==> src/rtl/uart_rx_wb.sv <==
// Wishbone-slave UART receiver, 8N1, LSB first.
// Samples rx mid-bit from wb_clk, buffers received bytes in a small FIFO and
// raises irq while unread data is present.
module uart_rx_wb #(
  parameter int unsigned CLKS_PER_BIT = 32,
  parameter int unsigned FIFO_DEPTH   = 4
) (
  input  logic        wb_clk,
  input  logic        wb_rst,
  input  logic        rx,
  input  logic        wb_cyc,
  input  logic        wb_we,
  input  logic        wb_adr,
  input  logic [31:0] wb_dat,
  output logic [31:0] wb_rdt,
  output logic        wb_ack,
  output logic        irq
);

  localparam int unsigned CW   = $clog2(CLKS_PER_BIT);
  localparam int unsigned AW   = $clog2(FIFO_DEPTH);
  localparam int unsigned CNTW = AW + 1;

  localparam logic [CW-1:0]   CC_HALF = CW'(CLKS_PER_BIT / 2 - 1);
  localparam logic [CW-1:0]   CC_FULL = CW'(CLKS_PER_BIT - 1);
  localparam logic [CNTW-1:0] CNT_MAX = CNTW'(FIFO_DEPTH);

  typedef enum logic [2:0] {StIdle, StStart, StData, StStop, StBreak} state_e;

  // Synchroniser
  logic r_rx_meta, r_rs;

  // Receive FSM state
  state_e        r_state, w_state_d;
  logic [CW-1:0] r_cc, w_cc_d;
  logic [2:0]    r_bc, w_bc_d;
  logic [7:0]    r_shreg, w_shreg_d;
  logic          r_push_pend, w_push_d;
  logic          w_ferr_set;

  // FIFO and flags
  logic [7:0]      r_mem [FIFO_DEPTH];
  logic [AW-1:0]   r_wp, r_rp;
  logic [CNTW-1:0] r_cnt;
  logic            r_ovr, r_ferr;

  logic w_empty, w_full, w_pop, w_push, w_ovr_set, w_wr_stat, w_busy;
  logic w_unused;

  assign w_unused = ^{wb_dat[31:3], wb_dat[0]};

  // Two-flop synchroniser; resets to the idle-high line level
  always_ff @(posedge wb_clk or posedge wb_rst) begin
    if (wb_rst) begin
      r_rx_meta <= 1'b1;
      r_rs      <= 1'b1;
    end else begin
      r_rx_meta <= rx;
      r_rs      <= r_rx_meta;
    end
  end

  // Receive FSM state register
  always_ff @(posedge wb_clk or posedge wb_rst) begin
    if (wb_rst) begin
      r_state     <= StIdle;
      r_cc        <= '0;
      r_bc        <= '0;
      r_shreg     <= '0;
      r_push_pend <= 1'b0;
    end else begin
      r_state     <= w_state_d;
      r_cc        <= w_cc_d;
      r_bc        <= w_bc_d;
      r_shreg     <= w_shreg_d;
      r_push_pend <= w_push_d;
    end
  end

  // Receive FSM next state: mid-bit sampling driven by the cycle counter
  always_comb begin
    w_state_d  = r_state;
    w_cc_d     = r_cc + 1'b1;
    w_bc_d     = r_bc;
    w_shreg_d  = r_shreg;
    w_push_d   = 1'b0;
    w_ferr_set = 1'b0;
    unique case (r_state)
      StIdle: begin
        w_cc_d = '0;
        if (!r_rs) w_state_d = StStart;
      end
      StStart: begin
        if (r_cc == CC_HALF) begin
          w_cc_d = '0;
          if (!r_rs) begin
            w_state_d = StData;
            w_bc_d    = '0;
          end else begin
            w_state_d = StIdle;  // too short to be a start bit
          end
        end
      end
      StData: begin
        if (r_cc == CC_FULL) begin
          w_cc_d    = '0;
          w_shreg_d = {r_rs, r_shreg[7:1]};
          w_bc_d    = r_bc + 3'd1;
          if (r_bc == 3'd7) w_state_d = StStop;
        end
      end
      StStop: begin
        if (r_cc == CC_FULL) begin
          w_cc_d = '0;
          if (r_rs) begin
            w_push_d  = 1'b1;
            w_state_d = StIdle;
          end else begin
            w_ferr_set = 1'b1;
            w_state_d  = StBreak;
          end
        end
      end
      StBreak: begin
        // Hold here until the line returns high so a held-low line is not a start
        w_cc_d = '0;
        if (r_rs) w_state_d = StIdle;
      end
      default: w_state_d = StIdle;
    endcase
  end

  assign w_empty   = (r_cnt == '0);
  assign w_full    = (r_cnt == CNT_MAX);
  assign w_busy    = (r_state != StIdle);
  assign w_pop     = wb_ack & ~wb_we & ~wb_adr & ~w_empty;
  // A pop in the same cycle frees a slot in a full FIFO
  assign w_push    = r_push_pend & (~w_full | w_pop);
  assign w_ovr_set = r_push_pend & w_full & ~w_pop;
  assign w_wr_stat = wb_ack & wb_we & wb_adr;
  assign irq       = ~w_empty;

  // FIFO storage; no reset needed since reads are gated by the count
  always_ff @(posedge wb_clk) begin
    if (w_push) r_mem[r_wp] <= r_shreg;
  end

  // FIFO pointers and occupancy count
  always_ff @(posedge wb_clk or posedge wb_rst) begin
    if (wb_rst) begin
      r_wp  <= '0;
      r_rp  <= '0;
      r_cnt <= '0;
    end else begin
      if (w_push) r_wp <= r_wp + 1'b1;
      if (w_pop)  r_rp <= r_rp + 1'b1;
      if (w_push && !w_pop)      r_cnt <= r_cnt + 1'b1;
      else if (!w_push && w_pop) r_cnt <= r_cnt - 1'b1;
    end
  end

  // Sticky error flags, write-1-to-clear; a new event wins over a clear
  always_ff @(posedge wb_clk or posedge wb_rst) begin
    if (wb_rst) begin
      r_ovr  <= 1'b0;
      r_ferr <= 1'b0;
    end else begin
      r_ovr  <= w_ovr_set  | (r_ovr  & ~(w_wr_stat & wb_dat[2]));
      r_ferr <= w_ferr_set | (r_ferr & ~(w_wr_stat & wb_dat[1]));
    end
  end

  // Single-cycle bus acknowledge
  always_ff @(posedge wb_clk or posedge wb_rst) begin
    if (wb_rst) wb_ack <= 1'b0;
    else        wb_ack <= wb_cyc & ~wb_ack;
  end

  // Read data mux, zero outside the ack cycle
  always_comb begin
    wb_rdt = '0;
    if (wb_ack && !wb_we) begin
      if (wb_adr) begin
        wb_rdt = {28'h0, w_busy, r_ovr, r_ferr, ~w_empty};
      end else if (!w_empty) begin
        wb_rdt = {23'h0, 1'b1, r_mem[r_rp]};
      end
    end
  end

endmodule
==> config.mk <==
export PLATFORM = sky130hd
export DESIGN_NAME = uart_rx_wb
export DESIGN_NICKNAME = d
export VERILOG_FILES = /design/src/rtl/uart_rx_wb.sv
export SDC_FILE = /design/constraint.sdc
export NUM_CORES = 1
export LEC_CHECK = 0
export CORE_MARGIN = 4
export CORE_UTILIZATION = 55
export CTS_BUF_LIST = sky130_fd_sc_hd__clkbuf_8
export DETAILED_ROUTE_END_ITERATION = 16
export PLACE_DENSITY = 0.94
export SETUP_SLACK_MARGIN = 0.4
export SLEW_MARGIN = 25
export SYNTH_ARGS = -nofsm -noshare
export SYNTH_HDL_FRONTEND = slang
export SYNTH_SLANG_ARGS = --single-unit
==> constraint.sdc <==
create_clock -name wb_clk -period 5.1 [get_ports wb_clk]
set_clock_uncertainty 0.1 [all_clocks]
set_input_delay 1.02 -clock wb_clk [delete_from_list [all_inputs] [get_ports wb_clk]]
set_output_delay 1.02 -clock wb_clk [all_outputs]
set_load 0.005 [all_outputs]
Word-level counts from Yosys, hierarchy flattened
Memories as Yosys holds them, arrays and structs flattened.
Cells that the tools add are included.
{"block": "totals", "ff_bits": 32, "out_inout_bits": 34, "memories": 1, "in_bits": 38, "ramBits": 32, "wordCells": 104}
{"block": "op_classes", "n_addsub": 6, "muxes": 29, "n_reduce_logical": 16, "eq_ne": 15, "n_bitwise": 24}
{"name": "r_mem", "depth": 4, "word_bits": 8, "read_ports": 1, "rd_clocked_by_memory_dff": 0, "wr": 1, "line": "42", "text": "logic [7:0] r_mem [FIFO_DEPTH];"}
{"op": "$mux W3", "count": 12}
{"op": "$mux W9", "count": 3}
{"op": "$pmux W3 S5", "count": 1}
{"op": "$pmux W5 S3", "count": 1}
{"op": "$ne A2 B2 Y1 const B", "count": 7}
{"op": "$and A1 B1 Y1", "count": 13}
{"op": "$mux W5", "count": 2}
{"op": "$eq A3 B3 Y1 const B", "count": 3}
{"op": "$mux W1", "count": 8}
{"op": "$not A1 Y1", "count": 8}
{"op": "$add A3 B1 Y3 const B", "count": 2}
{"op": "$eq A3 B2 Y1 const B", "count": 2}
{"op": "$logic_not A3 Y1", "count": 2}
{"op": "$pmux W3 S2", "count": 1}
{"op": "$reduce_and A6 Y1", "count": 1}
{"op": "$add A5 B1 Y5 const B", "count": 1}
{"op": "$eq A5 B4 Y1 const B", "count": 1}
{"op": "$eq A5 B5 Y1 const B", "count": 1}
{"op": "$add A2 B1 Y2 const B", "count": 2}
{"op": "$reduce_and A4 Y1", "count": 1}
{"op": "$reduce_bool A2 Y1", "count": 2}
{"op": "$reduce_or A2 Y1", "count": 2}
{"op": "$eq A3 B1 Y1 const B", "count": 1}
{"op": "$logic_and A1 B1 Y1", "count": 3}
{"op": "other kinds (6)", "count": 10}

Depth between registers and ports, before layout
{"block": "logic_depth", "depth_word": 10, "mapped_depth": 9, "depth_no_buf": 9}

Worst setup path before layout
No wires, ideal clock.
{"block": "synth_timing", "path_type": "input to output", "start": "input port wb_we", "end": "output port wb_rdt[3]", "path_slack_ps": 2341, "t_arrival_ps": 1639, "stages": 3, "required_ps": 3980, "n_path_buf": 0, "path_cell_list": "nand2b_1 > nor3_4 > a32o_1"}
{"block": "synth_via", "elab_chain_len": 3}
{"element": "from (decl)", "line": "12", "text": "input logic wb_we,"}
{"element": "$logic_not A1 Y1", "line": "182", "text": "if (wb_ack && !wb_we) begin"}
{"element": "$logic_and A1 B1 Y1", "line": "182"}
{"element": "$mux W9", "line": "182"}
{"element": "to (decl)", "line": "15", "text": "output logic [31:0] wb_rdt,"}
Every way passes these cells.

Final worst setup path
Ends and elaborated chain as after synthesis.

==> summary.md <==
| Metric | Value |
|---|---|
| Status | `completed` |
| Netlist cell types | `44` |
| Largest net degree at the start of global routing | `33` |
| Clock slew at reported path FFs | `roughly 0.060 ns` |
| # rows | `26` |
| Reg2Reg Capture Point | `r_cnt[2]` |
| Max-slew violations | `0` |
| Seq/Total Area, Yosys | `about 60%` |
| Mux contribution to synthesized area | `a little under an eighth` |
| WL final | `approximately 4.9 mm` |
| Gate Count Post-Synth | `approximately 210` |
| IO Count | `72` |
| Crit Path Category | `in -> out` |
| Worst endpoint data arrival time | `between 2 and 3 ns` |
| Post-synth EDFFs | `32` |
| DIE AREA | `roughly 0.0067 mm²` |
| Worst-case hold path end point | `r_rs` |
| Worst Min Path Start | `r_rx_meta` |
| Largest family of logic cells by synthesized area | `multiplexers` |
| FFs w/ async S/R, synth | `~50%` |
| RSZ-0062 raised after global routing | `false` |
| Post-Synth Simple-Gate Area | `under 10%` |
| Residual DRC | `0` |
| DP Worst Slack | `~1.2 ns` |
| Share of post-route cells with drive strength above 1 | `approximately a fifth` |
| CP max FO | `6` |
| Critical R2R Launch | `r_cnt[0]` |
| Final instance area | `0.00332 mm²` |
| DR vias/cell | `around 5.2` |
| Max_cap viols | `0` |
| Top FF cell, synth | `edfxtp_1` |
| Commonest non-fill, non-tap cell in the layout | `edfxtp_1` |
| Die Width | `~80 µm` |
| Lkg Pwr | `0.00139 µW` |
| Initial antenna violation count | `0` |
| Tmin final | `between 3 and 4 ns` |
| Die Y | `roughly 82 µm` |
| Worst-Margin Slew | `roughly 0.6 ns` |
| Synth Area in XOR/XNOR | `under 10%` |
| Worst Reg-to-Reg Cells | `9` |
| Vias in the first global route | `1589` |
| Worst R2R Setup Slack | `approximately 2.6 ns` |
| Port-buffer cells | `18` |
| Synth Area in Adders | `5.69%` |
| Core area | `approximately 0.0052 mm²` |
| CTS root buffer | `clkbuf_8` |
| GPL Wtd Cong | `a little over 0.7` |
| Initial DRC Count | `66` |
| DP Area | `approximately 0.0031 mm²` |
| Startpoint Class | `input port` |
| Final Worst Setup Slack | `between 1 and 1.5 ns` |
| Setup violations, final | `0` |
| Clk sink count | `64` |
| # diodes | `0` |
| Final Hold Viols | `0` |
| H-tree levels | `3` |
| YS warnings | `0` |
| Num CTS Buffers | `9` |
| Worst VDD drop | `between 0.0002 and 0.00025 V` |
| Most frequent cells in the layout | `edfxtp_1, dfrtp_1, conb_1` |
| GR Overflow Total | `0` |
| # resized after CTS | `0` |
| Final nets | `~280` |
| Post-Synthesis Cell Area | `~0.003 mm²` |
| Fillers | `347` |
| Routed Antenna Nets | `0` |
| Layout Area Growth over Synthesis | `11.0%` |
| Yosys reg bits | `64` |
| Slew headroom | `between 60% and 70%` |
| Post-CTS Hold Buffers | `0` |
| Hold Crit Depth | `0` |
| Tot Pwr | `~1400 µW` |
| Clk buf depth | `2` |
| First-pass GRT wire length | `approximately 8 mm` |
| Final period util | `just under 80%` |
| Compound-Gate Fraction of Synth Area | `3.81%` |
| FMAX | `253 MHz` |
| Mean post-synth cell area | `14.6 µm²` |
| Vias | `~1600` |
| Hold crit path type | `reg -> reg` |
| Clk_lat worst skew | `around 0.33 ns` |
| First drt pass iteration count | `4` |
| Starting Density | `between 50 and 60%` |
| CTS tree | `yes` |
| Setup Fix Bufs, Post-CTS | `0` |
| WL per Instance | `~16 µm` |
| DP Wirelength | `roughly 3.4 mm` |
| Worst Path Required | `about 4 ns` |
| GRT Total Usage | `between 10% and 20%` |
| Setup TNS | `0 ns` |
| CP endpoint kind | `output pin` |
| Power Density | `approximately 420 mW/mm²` |
[Yosys cell counts (2+ instances only)]
| cell | count | area, µm² |
|---|---|---|
| a21oi_1 | 2 | 10.0 |
| a22o_1 | 3 | 26.3 |
| a32o_1 | 3 | 30.0 |
| and2_2 | 4 | 30.0 |
| and2b_1 | 2 | 15.0 |
| and3_1 | 5 | 31.3 |
| buf_2 | 3 | 15.0 |
| buf_4 | 25 | 188 |
| dfrtp_1 | 30 | 751 |
| dfstp_2 | 2 | 52.6 |
| edfxtp_1 | 32 | 961 |
| ha_1 | 12 | 150 |
| inv_1 | 9 | 33.8 |
| inv_2 | 2 | 7.51 |
| mux2_1 | 2 | 22.5 |
| mux2_2 | 8 | 90.1 |
| mux4_2 | 9 | 203 |
| nand2_1 | 6 | 22.5 |
| nand3_1 | 2 | 10.0 |
| nand4_1 | 2 | 12.5 |
| nor2_1 | 9 | 33.8 |
| nor2b_1 | 2 | 12.5 |
| nor3_1 | 4 | 20.0 |
| xnor2_1 | 5 | 43.8 |
| xor2_1 | 3 | 26.3 |
[area by class of cell]
cell class | instances | area (µm²) | area share (%)
clock buffers | 9 | 124 | 3.73
clock inverters | 7 | 56.3 | 1.70
inverters | 11 | 41.3 | 1.24
multi-input cells | 122 | 1050 | 31.6
flip-flops and latches | 64 | 1760 | 53.2
well taps | 70 | 87.6 | 2.64
repair buffers | 20 | 195 | 5.88
[worst max-delay path by stage]
stage | startpoint | endpoint | cells after the start
after floorplan | wb_we | wb_rdt[3] | 3
after global placement | wb_we | wb_rdt[3] | 5
after detailed placement | wb_we | wb_rdt[3] | 5
after CTS | wb_we | wb_rdt[3] | 5
after global routing | wb_we | wb_rdt[2] | 5
final | wb_we | wb_rdt[3] | 5
[registers in the layout, summed over array words and instances, names as in the netlist]
register and cells:
r_bc 3, r_cc 5, r_cnt 3, r_ferr 1, r_mem 32, r_ovr 1, r_push_pend 1, r_rp 2
r_rs 1, r_rx_meta 1, r_shreg 8, r_state 3, r_wp 2, wb_ack 1
[per-layer routing]
metal  track usage (%)  vias up  share of wire [%]
met3              5.15       10                7.4
met2              27.7       70                 52
li1                  -      736                  -
met4              10.3        0                1.4
met1              19.8      769                 39
met5                 0        -                  0
[power by group]
part           total (µW)  switching, µW  internal (µW)
sequential            695           99.8            595
combinational         301            121            180
clock                 391            173            217
[kinds of logic after synthesis]
group | Yosys count
buf+inv | 41
simple gates | 44
fa+ha+maj | 13
flops | 64
other cells | 1
xor+xnor | 8
compound gates | 13
mux | 21
[stage by stage]
stage | std cells | utilization [%] | hold WS (ns)
2_1_floorplan | 227 | - | 0.245
3_3_place_gp | 287 | 60.7 | 0.248
3_5_place_dp | 287 | 60.7 | 0.250
4_1_cts | 303 | 64.2 | 0.261
5_1_grt | 303 | 64.2 | 0.264
6_report | 303 | 64.2 | 0.257
[critical path, stage by stage]
cell             delay [ns]
clkdlybuf4s50_1        0.52
nand2b_1               0.25
nor3_4                 0.32
a32o_1                 0.18
clkdlybuf4s50_1        0.54
No activity file was read; power rests on OpenSTA's default activity.
==> variant 1: new RTL, same flow settings <==
Reset style: synchronous (`wb_rst`), changed in 5 clocked blocks.
--- a/src/rtl/uart_rx_wb.sv
+++ b/src/rtl/uart_rx_wb.sv
@@ -52,3 +52,3 @@
   // Two-flop synchroniser; resets to the idle-high line level
-  always_ff @(posedge wb_clk or posedge wb_rst) begin
+  always_ff @(posedge wb_clk) begin
     if (wb_rst) begin
@@ -63,3 +63,3 @@
   // Receive FSM state register
-  always_ff @(posedge wb_clk or posedge wb_rst) begin
+  always_ff @(posedge wb_clk) begin
     if (wb_rst) begin
@@ -148,3 +148,3 @@
   // FIFO pointers and occupancy count
-  always_ff @(posedge wb_clk or posedge wb_rst) begin
+  always_ff @(posedge wb_clk) begin
     if (wb_rst) begin
@@ -162,3 +162,3 @@
   // Sticky error flags, write-1-to-clear; a new event wins over a clear
-  always_ff @(posedge wb_clk or posedge wb_rst) begin
+  always_ff @(posedge wb_clk) begin
     if (wb_rst) begin
@@ -173,3 +173,3 @@
   // Single-cycle bus acknowledge
-  always_ff @(posedge wb_clk or posedge wb_rst) begin
+  always_ff @(posedge wb_clk) begin
     if (wb_rst) wb_ack <= 1'b0;
Check against the original RTL: differs if wb_rst is asserted again (counterexample within 4 cycles, from zero or initial values and one cycle with wb_rst high); with wb_rst held inactive, the same outputs for 10 cycles.
==> variant 1 against the original RTL <==
Non-clock buffer count down 1; wire length grew 1.2%; highest routed layer unchanged; area after synthesis shrank 0.50%; critical path type unchanged; worst setup slack lost 0.38 ns; hold slack improved by 0.053 ns; critical path depth stayed put; design area shrank 1.1%; sequential cell count up 2.
Power is not compared: it rests on default switching activity, and its combinational part moved more than twofold at a synthesized area within 25%.
==> variant 1: results (changes against the original RTL) <==
Reg2Reg Depth 8 (-1); R2R Path End r_cnt[2]; largest registers r_mem: 32 flops, r_shreg: 8 flops, r_cc: 5 flops; leakage 1.16 nW; vias in the first global route 1750 (+10%); Clk Latency, worst-skew pair 0.33 ns (about the same); CP max stage cell clkdlybuf4s50_1; PostCTS Resize Cnt 0 (unchanged); status completed; Largest Register r_mem; Worst-path clk slew 0.07 ns; RePlAce Congestion 0.799 (+13%); first-pass GRT wire length 8380 um (+4.0%); # diodes 0 (unchanged); placed insts 316 (+10%); CTS buffer count 9 (unchanged); CP max stage delay 0.54 ns (about the same); sequential-to-total area share from yosys stat 55.2% (-3.8 points); Synth async-reset ratio 0% (-50 points); Vias/cell 5.27 (+0.77%); R2R setup slack 2.41 ns (-0.21 ns); Peak Freq 230 MHz (-8.8%); R2R Path Start wb_ack; Gate Count Post-Synth 239 (+17%); DRT Pass-1 Iters 4 (unchanged); Max Root-Sink Buffers 2 (unchanged); clock root cell clkbuf_8; worst slew pin tran 0.668 ns (+0.0746 ns); DRT iter0 DRCs 90 (+36%); largest net degree at the start of global routing 38 (+15%); area leader, netlist edfxtp_1; most frequent cells after synthesis dfxtp_1, edfxtp_1, buf_4, nor2_1, inv_1; worst IR drop on VDD 0.000152 V; share of cells above drive strength 1 11.5% (-7.4 points); Nets 307 (+10%); worst-path fanout max 9 (+3); WL/cell 15.0 um (-7.7%); GR Util All Layers 17.2% (+0.20 points); Place WS 0.795 ns (-0.362 ns); top post-synthesis cells by area edfxtp_1, dfxtp_1, mux4_2, buf_4, ha_1; crit path launch wb_adr; Largest delay share family, worst path buffers and inverters; post-synth cell types 42 (-4.5%); total routed wirelength 4970 um (+1.2%); Post-CTS Setup Bufs 0 (unchanged); CP arrival 3.22 ns (+0.38 ns); Area after DPL 3110 um^2 (-0.92%); Tmin final 4.34 ns (+0.384 ns); IO Port Bufs 18 (unchanged); HPWL after detailed placement 3430 um (+1.9%); Syn. warnings 0 (unchanged)
## variant 1: cell types whose count changed in the layout (fill, tap and decap cells not counted), moves of 6 or more
| cell | change |
|---|---|
| dfxtp_1 | +34 |
| dfrtp_1 | -30 |
| mux2i_1 | +9 |
| and2_1 | +8 |
| mux2_2 | -8 |
| nor2_1 | +7 |
| a21oi_1 | +6 |
## variant 1: report_power, final
group          switching [W]  leakage [nW]  total [W]  internal [W]
sequential        0.00000252         0.571   0.000554      0.000552
clock               0.000198        0.0787   0.000372      0.000174
combinational      0.0000127         0.506  0.0000227     0.0000100
## variant 1: worst reg2reg max path, stage by stage, from the launching register on
cell	delay [ns]
dfxtp_1	0.41
or3b_1	0.51
a31oi_4	0.35
ha_1	0.23
inv_1	0.06
fa_1	0.37
xor2_1	0.16
or3_1	0.31
a21oi_1	0.14
## variant 1: how the worst min path moves through the flow
| stage | start | endpoint | slack, ns | depth (start not counted) |
|---|---|---|---|---|
| floorplan | r_rx_meta | r_rs | 0.29 | 1 |
| global placement | r_rx_meta | r_rs | 0.29 | 1 |
| detailed placement | r_rx_meta | r_rs | 0.29 | 1 |
| CTS | r_rx_meta | r_rs | 0.31 | 1 |
| global route | r_rx_meta | r_rs | 0.35 | 1 |
| finish | r_rx_meta | r_rs | 0.31 | 1 |
## variant 1: kinds of logic (layout without fill, tap and decap cells)
family | Yosys count | in the layout | synth area share (%)
adder cells (fa/ha/maj) | 12 | 12 | 5.30
other | 1 | 23 | 0.126
multiplexers | 20 | 20 | 10.6
AND/OR/NAND/NOR | 63 | 63 | 12.2
XOR/XNOR | 4 | 4 | 1.18
AO/OA/AOI/OAI | 27 | 27 | 6.43
flip-flops | 66 | 66 | 55.2
buffers and inverters | 46 | 47 | 9.04
## variant 1: cell type report
type | count | area (um^2)
timing repair buffer | 19 | 188
sequential | 66 | 1640
multi-input combinational | 149 | 1150
clock buffer | 9 | 124
fill | 373 | 1890
inverter | 12 | 45.0
clock inverter | 7 | 47.5
tap | 70 | 87.6
## variant 1: per-layer routing
metal	GRT usage (%)	share of wire [%]
met5	0	0
met1	20.7	41
met3	5.26	7.8
met2	28.5	49
met4	7.60	2.2
## variant 1: through the flow
step           total power (W)  utilization [%]
3_3_place_gp          0.000588             60.1
4_1_cts               0.000957             63.4
3_5_place_dp          0.000589             60.1
6_report              0.000949             63.4
5_1_grt               0.000991             63.4
2_1_floorplan         0.000592                -
==> variant 2: new RTL, same settings <==
Without the edit above. `FIFO_DEPTH`: 4 -> 8.
--- a/src/rtl/uart_rx_wb.sv
+++ b/src/rtl/uart_rx_wb.sv
@@ -5,3 +5,3 @@
   parameter int unsigned CLKS_PER_BIT = 32,
-  parameter int unsigned FIFO_DEPTH   = 4
+  parameter int unsigned FIFO_DEPTH   = 8
 ) (
Behaviour: no difference found for any inputs over 10 cycles, from zero or initial values and one cycle with wb_rst high; that may be too few to reach the edited logic, so the function may still have changed.
==> variant 2 against the original RTL <==
Synthesized cell count is 41% higher; final cell count is 39% higher; area after synthesis is 48% higher; total power is 28% higher; via count is 51% higher; worst setup slack worse by 0.0043 ns; fmax is 0.11% lower; sequential cell count is 35 higher; wire length is 59% higher; design area is 45% higher.
==> variant 2: results (changes against the original RTL) <==
largest net degree at the start of global routing 36 (+9.1%); HPWL after detailed placement 5470 um (+63%); top post-synthesis cells by area edfxtp_1, dfrtp_1, mux4_2, buf_4, ha_1; WL/cell 18.5 um (+14%); status completed; worst-path fanout max 12 (+6); sequential-to-total area share from yosys stat 63.2% (+4.2 points); synthesized area per cell 15.3 um^2 (+5.2%); placed insts 406 (+41%); PostCTS Resize Cnt 0 (unchanged); worst IR drop on VDD 0.000166 V (-18%); Reg2Reg Depth 11 (+2); DRT Pass-1 Iters 5 (+1); Worst-path clk slew 0.08 ns (+0.02 ns); met1 WL 3050 um (+58%); highest routed layer met4; largest registers r_mem: 64 flops, r_shreg: 8 flops, r_cc: 5 flops; post-synth cell types 52 (+18%); CP max stage delay 0.60 ns (+0.06 ns); R2R Path End r_cnt[3]; GR Util All Layers 17.2% (+0.18 points); Vias/cell 5.67 (+8.4%); routed wire length on met3 396 um (+8.2%); Post-synth EDFFs 64 (+100%); Clk Latency, worst-skew pair 0.35 ns (+0.02 ns); first-pass GRT wire length 12800 um (+59%); leakage 1.84 nW (+32%); filler cell count 539 (+55%); IO Port Bufs 18 (unchanged); vias in the first global route 2505 (+58%); DRT iter0 DRCs 158 (+140%); share of cells above drive strength 1 17.8% (-1.1 points); Nets 366 (+31%); WL met2 4240 um (+66%); Slew HR 24.9% (-35 points); RePlAce Congestion 0.799 (+13%); Post-CTS Setup Bufs 0 (unchanged); most frequent cells after synthesis edfxtp_1, dfrtp_1, buf_4, mux4_2, nor2_1; R2R setup slack 1.86 ns (-0.76 ns); Largest delay share family, worst path buffers and inverters; Synth async-reset ratio 35.4% (-15 points); Pint 0.00128 W (+29%); Cell Count, Final, Fillers Out 422 (+39%)
## variant 2: kinds of logic after synthesis
kind of cell / after synthesis / share of synthesized area, %
DFF: 99 / 63.2
and+or+nand+nor: 60 / 7.11
buffers and inverters: 44 / 6.55
muxes: 36 / 13.0
AOI/OAI and AO/OA: 27 / 4.43
adders and majority gates: 13 / 3.84
xor gates and xnor gates: 9 / 1.78
other: 1 / 0.0846
## variant 2: routing by layer
layer,up-vias,global-route usage (%)
li1,1085,-
met1,1219,21.1
met2,79,30.5
met3,10,2.50
met4,0,7.35
met5,-,0
## variant 2: worst max path at each step
stage | from | endpoint | slack (ns) | depth (start not counted)
2_1_floorplan | wb_adr | r_cnt[3] | 1.70 | 12
3_3_place_gp | wb_adr | r_cnt[3] | 1.03 | 12
3_5_place_dp | wb_adr | r_cnt[3] | 0.90 | 12
4_1_cts | wb_adr | wb_rdt[3] | 1.13 | 5
5_1_grt | wb_adr | wb_rdt[3] | 1.04 | 5
6_report | wb_adr | wb_rdt[3] | 1.14 | 5
## variant 2: cell type report
cell class / count / area (um^2) / area share, %
clock buffers: 9 / 124 / 2.58
flip-flops and latches: 99 / 2800 / 58.4
multi-input cells: 168 / 1430 / 29.7
repair buffers: 28 / 255 / 5.32
well taps: 102 / 128 / 2.66
inverters: 9 / 33.8 / 0.704
clock inverters: 7 / 30.0 / 0.626
## variant 2: power groups by stage
stage	Sequential (W)	Combinational (W)	Clock [W]
2_1_floorplan	0.000958	0.000359	0
3_3_place_gp	0.00103	0.000340	0
3_5_place_dp	0.00104	0.000359	0
4_1_cts	0.00102	0.000361	0.000418
5_1_grt	0.00103	0.000397	0.000454
6_report	0.00102	0.000356	0.000409
## variant 2: per-stage QoR
stage | setup WS (ns) | instance area [um^2] | util, % | hold WS [ns]
final | 1.14 | 4800 | 61.8 | 0.272
after global routing | 1.04 | 4800 | 61.8 | 0.282
after CTS | 1.13 | 4800 | 61.7 | 0.281
after detailed placement | 0.898 | 4640 | 59.8 | 0.256
after global placement | 1.03 | 4640 | 59.8 | 0.246
after floorplan | 1.70 | 4520 | - | 0.245
